--- src/rtl/keypad_key_filter.sv ---
// Keypad debounce filter: synchronises the raw press level and keycode, then
// emits one key_valid strobe per debounced press and one key_released per release.
module keypad_key_filter #(
    parameter int DEBOUNCE_CYCLES = 240000,
    parameter int CNT_W           = 18
) (
    input  logic       Clk,
    input  logic       reset,
    input  logic       raw_pressed,
    input  logic [3:0] raw_code,
    output logic       key_valid,
    output logic [3:0] key_code,
    output logic       key_held,
    output logic       key_released,
    output logic [7:0] event_count
);

    typedef enum logic [1:0] {
        IDLE,
        DEB_PRESS,
        PRESSED,
        DEB_RELEASE
    } state_t;

    localparam logic [CNT_W-1:0] CNT_LAST = CNT_W'(DEBOUNCE_CYCLES - 1);

    logic             sp_meta_q, sp_q;
    logic [3:0]       sc_meta_q, sc_q;
    state_t           state_q, state_d;
    logic [CNT_W-1:0] cnt_q, cnt_d;
    logic [3:0]       cand_q, cand_d;
    logic             key_valid_q, key_valid_d;
    logic [3:0]       key_code_q, key_code_d;
    logic             key_held_q, key_held_d;
    logic             key_released_q, key_released_d;
    logic [7:0]       event_count_q, event_count_d;

    always_comb begin
        state_d        = state_q;
        cnt_d          = cnt_q;
        cand_d         = cand_q;
        key_code_d     = key_code_q;
        key_held_d     = key_held_q;
        event_count_d  = event_count_q;
        key_valid_d    = 1'b0;
        key_released_d = 1'b0;
        case (state_q)
            IDLE: begin
                if (sp_q) begin
                    cand_d  = sc_q;
                    cnt_d   = '0;
                    state_d = DEB_PRESS;
                end
            end
            DEB_PRESS: begin
                if (!sp_q) begin
                    state_d = IDLE;
                end else if (sc_q != cand_q) begin
                    // A code change means a different key: restart the window.
                    cand_d = sc_q;
                    cnt_d  = '0;
                end else if (cnt_q == CNT_LAST) begin
                    state_d       = PRESSED;
                    key_code_d    = cand_q;
                    key_valid_d   = 1'b1;
                    key_held_d    = 1'b1;
                    event_count_d = event_count_q + 8'd1;
                end else begin
                    cnt_d = cnt_q + CNT_W'(1);
                end
            end
            PRESSED: begin
                if (!sp_q) begin
                    cnt_d   = '0;
                    state_d = DEB_RELEASE;
                end
            end
            DEB_RELEASE: begin
                if (sp_q) begin
                    state_d = PRESSED;
                end else if (cnt_q == CNT_LAST) begin
                    state_d        = IDLE;
                    key_held_d     = 1'b0;
                    key_released_d = 1'b1;
                end else begin
                    cnt_d = cnt_q + CNT_W'(1);
                end
            end
            default: state_d = IDLE;
        endcase
    end

    always_ff @(posedge Clk or negedge reset) begin
        if (!reset) begin
            sp_meta_q      <= 1'b0;
            sp_q           <= 1'b0;
            sc_meta_q      <= 4'd0;
            sc_q           <= 4'd0;
            state_q        <= IDLE;
            cnt_q          <= '0;
            cand_q         <= 4'd0;
            key_valid_q    <= 1'b0;
            key_code_q     <= 4'd0;
            key_held_q     <= 1'b0;
            key_released_q <= 1'b0;
            event_count_q  <= 8'd0;
        end else begin
            sp_meta_q      <= raw_pressed;
            sp_q           <= sp_meta_q;
            sc_meta_q      <= raw_code;
            sc_q           <= sc_meta_q;
            state_q        <= state_d;
            cnt_q          <= cnt_d;
            cand_q         <= cand_d;
            key_valid_q    <= key_valid_d;
            key_code_q     <= key_code_d;
            key_held_q     <= key_held_d;
            key_released_q <= key_released_d;
            event_count_q  <= event_count_d;
        end
    end

    assign key_valid    = key_valid_q;
    assign key_code     = key_code_q;
    assign key_held     = key_held_q;
    assign key_released = key_released_q;
    assign event_count  = event_count_q;

endmodule
--- config.mk ---
export PLATFORM = sky130hd
export DESIGN_NAME = keypad_key_filter
export DESIGN_NICKNAME = d
export VERILOG_FILES = /design/src/rtl/keypad_key_filter.sv
export SDC_FILE = /design/constraint.sdc
export NUM_CORES = 1
export LEC_CHECK = 0
export BUFFER_PORTS_ARGS = -buffer_cell sky130_fd_sc_hd__buf_2
export CORE_AREA = 2 2 61 74
export CTS_BUF_LIST = sky130_fd_sc_hd__clkbuf_4 sky130_fd_sc_hd__clkbuf_8 sky130_fd_sc_hd__clkbuf_16
export CTS_CLUSTER_DIAMETER = 60
export CTS_CLUSTER_SIZE = 20
export DETAILED_ROUTE_END_ITERATION = 8
export DIE_AREA = 0 0 63 76
export PLACE_DENSITY_LB_ADDON = 0.08
export RECOVER_POWER = 100
export SYNTH_ARGS = -nofsm -noshare
export SYNTH_HDL_FRONTEND = slang
export SYNTH_SLANG_ARGS = --single-unit
--- constraint.sdc ---
create_clock -name Clk -period 4.55 [get_ports Clk]
set_input_delay 0.91 -clock Clk [delete_from_list [all_inputs] [get_ports Clk]]
set_output_delay 0.91 -clock Clk [all_outputs]
set_load 0.005 [all_outputs]
==> flow_metrics.py <==
metrics = {
    "run_status": {
        "outcome": "finished with violations",
        "failed_checks": "max-capacitance violations, max-slew violations",
    },
    "global_routing": {
        "grt_max_degree": 50,
        "grt_usage_pct": 17.91,
        "global_route_track_usage_on_met3_pct": 4.431,
        "met1_use_gr_pct": 21.50,
        "initial_antenna_violation_count": 0,
        "gr-max-usage-layer": "met2",
        "grt_pass1_wl_um": 6603,
        "grtUsageMet2_pct": 30.53,
        "grt.overflow.total": 0,
        "first_global_vias": 1420,
    },
    "worst_setup_path": {
        "timing.critical_path.buf_inv": 1,
        "r2r.worst_path.cells": 5,
        "critical_path_class": "input port to async pin",
        "critical_path.endpoint_type": "async pin",
        "cp-start-kind": "input port",
        "timing.critical_path.depth": 1,
        "timing.critical_path.slowest_stage_cell": "sky130_fd_sc_hd__clkbuf_1",
        "data_required_time_of_the_worst_path_ns": 4.43,
        "cpLargestDelayFamily": "buffers and inverters",
        "crit_chain": "clkbuf_1",
        "worst-path-max-fanout": 49,
        "critPathArrivalTime_ns": 2.69,
        "critical-path-max-stage-delay_ns": 1.75,
    },
    "yosys": {
        "synth.avg_cell_area_sq_um": 11.55,
        "synth-seq-cells": 49,
        "syn-cell-area_sq_um": 2172,
        "synth_cell_type_count": 42,
        "syn_inst_count": 188,
        "share_of_flip_flops_with_an_asynchronous_set_or_reset_after_synthesis_pct": 100.0,
        "syn_nets": 197,
        "most_common_flop_cell_mapped_by_yosys": "sky130_fd_sc_hd__dfrtp_1",
        "synth_enable_flop_cells": 0,
        "yosysSeqAreaShare_pct": 56.45,
        "yosys_synthesis_warning_count": 0,
    },
    "finish": {
        "area_growth_syn_to_layout_pct": 11.18,
        "nets": 223,
        "layout.cells.most_common": "sky130_fd_sc_hd__dfrtp_1",
        "layout-drive-gt1-share_pct": 18.14,
        "insertedDiodeCount": 0,
        "layout.cells.most_common_list": "sky130_fd_sc_hd__dfrtp_1 (49), sky130_fd_sc_hd__nor2_1 (20), sky130_fd_sc_hd__buf_2 (17)",
        "fillers": 376,
    },
    "clock_tree": {
        "cts_tree": "done",
        "max-clock-path-buffers": 2,
        "clock-sinks": 49,
        "clk_pin_slew_ns": 0.08,
        "clock_buffers_created_by_tritoncts": 5,
        "cts-root-buf": "sky130_fd_sc_hd__clkbuf_8",
        "htreeDepth": 2,
        "cts.repair.resized": 0,
        "insertion_delay_ns": 0.30,
        "ctsHoldBuffers": 0,
        "cts.repair_timing.setup_buffer_count": 0,
    },
    "place": {
        "gp_congestion": 0.8245,
        "port-buffer-count": 21,
        "dp_worst_setup_slack_ns": 2.319,
        "hpwlAfterDp_um": 2771,
    },
    "die": {
        "rows": 26,
        "coreArea_sq_um": 4131,
        "boundaryPins": 22,
        "initial_core_util_pct": 52.57,
        "fp.dieH_um": 76,
        "die-width_um": 63,
        "die_area_sq_um": 4788,
    },
    "sta": {
        "maxSlewHeadroom_pct": -67.13,
        "fin_skew_ns": 0.007063,
        "tightest_slew_ns": 2.507,
        "report.final.setup_viol": 0,
        "drv_slew": 50,
        "fin_hold_ws_ns": 0.3550,
        "tns_ns": 0,
        "hold_viol": 0,
        "grt_setup_unrepaired": "no",
        "final_period_minus_worst_setup_slack_ns": 2.806,
        "worst_slack_ns": 1.744,
        "fmax_mhz": 356.4,
        "portion_of_the_clock_cycle_consumed_by_the_worst_path_in_the_final_layout_pct": 61.67,
    },
    "drt": {
        "drt-vias-per-instance": 5.472,
        "antenna_violation_net_count_after_detailed_routing": 0,
        "firstDrtPassIters": 4,
        "detail_route.wirelength_um": 3812,
        "post_drt_wl_per_cell_um": 14.07,
        "route.detailed.drc": 0,
        "first_iter_violations": 72,
        "dr_total_vias": 1483,
    },
    "hold_path": {
        "hold_depth": 0,
        "min_path_type": "flip-flop to flip-flop",
    },
    "pwr": {
        "power_density_nw_per_um2": 309.6,
        "total_power_uw": 747.7,
        "vdd_ir_drop_max_uv": 270.6,
        "total_leakage_power_nw": 1.111,
    },
    "run": {
        "max-cap-violations": 1,
    },
}
[routing by layer]
layer	part of all wire, %	vias to the layer above	wire [um]
met2	51	21	1952
met1	44	740	1663
li1	-	716	-
met5	0	-	0
met3	3.3	6	126
met4	1.8	0	70
[where the power goes]
| part | leakage [nW] | switching, mW | internal, mW |
|---|---|---|---|
| Sequential | 0.648 | 0.0105 | 0.447 |
| Clock | 0.0408 | 0.138 | 0.114 |
| Combinational | 0.423 | 0.0239 | 0.0150 |
[synth_stat cells, types with 3 or more instances]
cell                      number  share of area (%)
sky130_fd_sc_hd__nand4_1      10                2.9
sky130_fd_sc_hd__a21oi_1       3               0.69
sky130_fd_sc_hd__and3_1        4                1.2
sky130_fd_sc_hd__nand2_1      16                2.8
sky130_fd_sc_hd__xor2_1        7                2.8
sky130_fd_sc_hd__nor3_1        3               0.69
sky130_fd_sc_hd__nor2b_1       3               0.86
sky130_fd_sc_hd__and2_1        3               0.86
sky130_fd_sc_hd__nand3_1       9                2.1
sky130_fd_sc_hd__dfrtp_1      49                 56
sky130_fd_sc_hd__xnor2_1      15                6.0
sky130_fd_sc_hd__nor2_1       20                3.5
sky130_fd_sc_hd__mux2_2       10                5.2
[registers in the layout, summed over array words and instances (netlist names), named ones only]
signal and flops:
sc_meta_q 4, sc_q 4, state_q 1, key_valid 1, sp_meta_q 1, key_released 1
key_code 4, sp_q 1, cnt_q 18, event_count 8, cand_q 4, key_held 1
[metrics by stage]
stage / util, % / cell area (sq um) / instances
4_1_cts: 58.72 / 2426 / 271
3_5_place_dp: 56.51 / 2335 / 263
2_1_floorplan: - / 2172 / 188
6_report: 58.45 / 2415 / 271
3_3_place_gp: 56.51 / 2335 / 263
5_1_grt: 58.45 / 2415 / 271
[layout make-up]
cell class / count / area, sq um / share of cell area (%)
clock buffer: 6 / 76.32 / 3.161
multi-input combinational: 134 / 915.9 / 37.93
clock inverter: 2 / 15.01 / 0.6218
sequential: 49 / 1226 / 50.78
tap: 56 / 70.07 / 2.902
inverter: 2 / 7.507 / 0.3109
timing repair buffer: 22 / 103.9 / 4.301
[path summary, 6_finish.rpt]
check                                               end  slack, ns                  from
worst max register to register  key_code[1]$_DFFE_PN0P_       2.28  cnt_q[0]$_DFFE_PN0P_
worst min register to register           sp_q$_DFF_PN0_       0.36   sp_meta_q$_DFF_PN0_
worst max-delay path                          async pin       1.74                 reset
max in group Clk                key_code[1]$_DFFE_PN0P_       2.28  cnt_q[0]$_DFFE_PN0P_
worst min-delay path                     sp_q$_DFF_PN0_       0.36   sp_meta_q$_DFF_PN0_
min in group asynchronous        sc_meta_q[1]$_DFF_PN0_       1.37                 reset
[cell families after synthesis]
family	after synthesis	synth area share (%)
simple gates	81	20.80
flops	49	56.45
xor+xnor	22	8.871
compound gates	18	5.817
mux	11	5.645
buf+inv	5	1.267
fa+ha+maj	2	1.152
(Power assumes the default switching activity.)
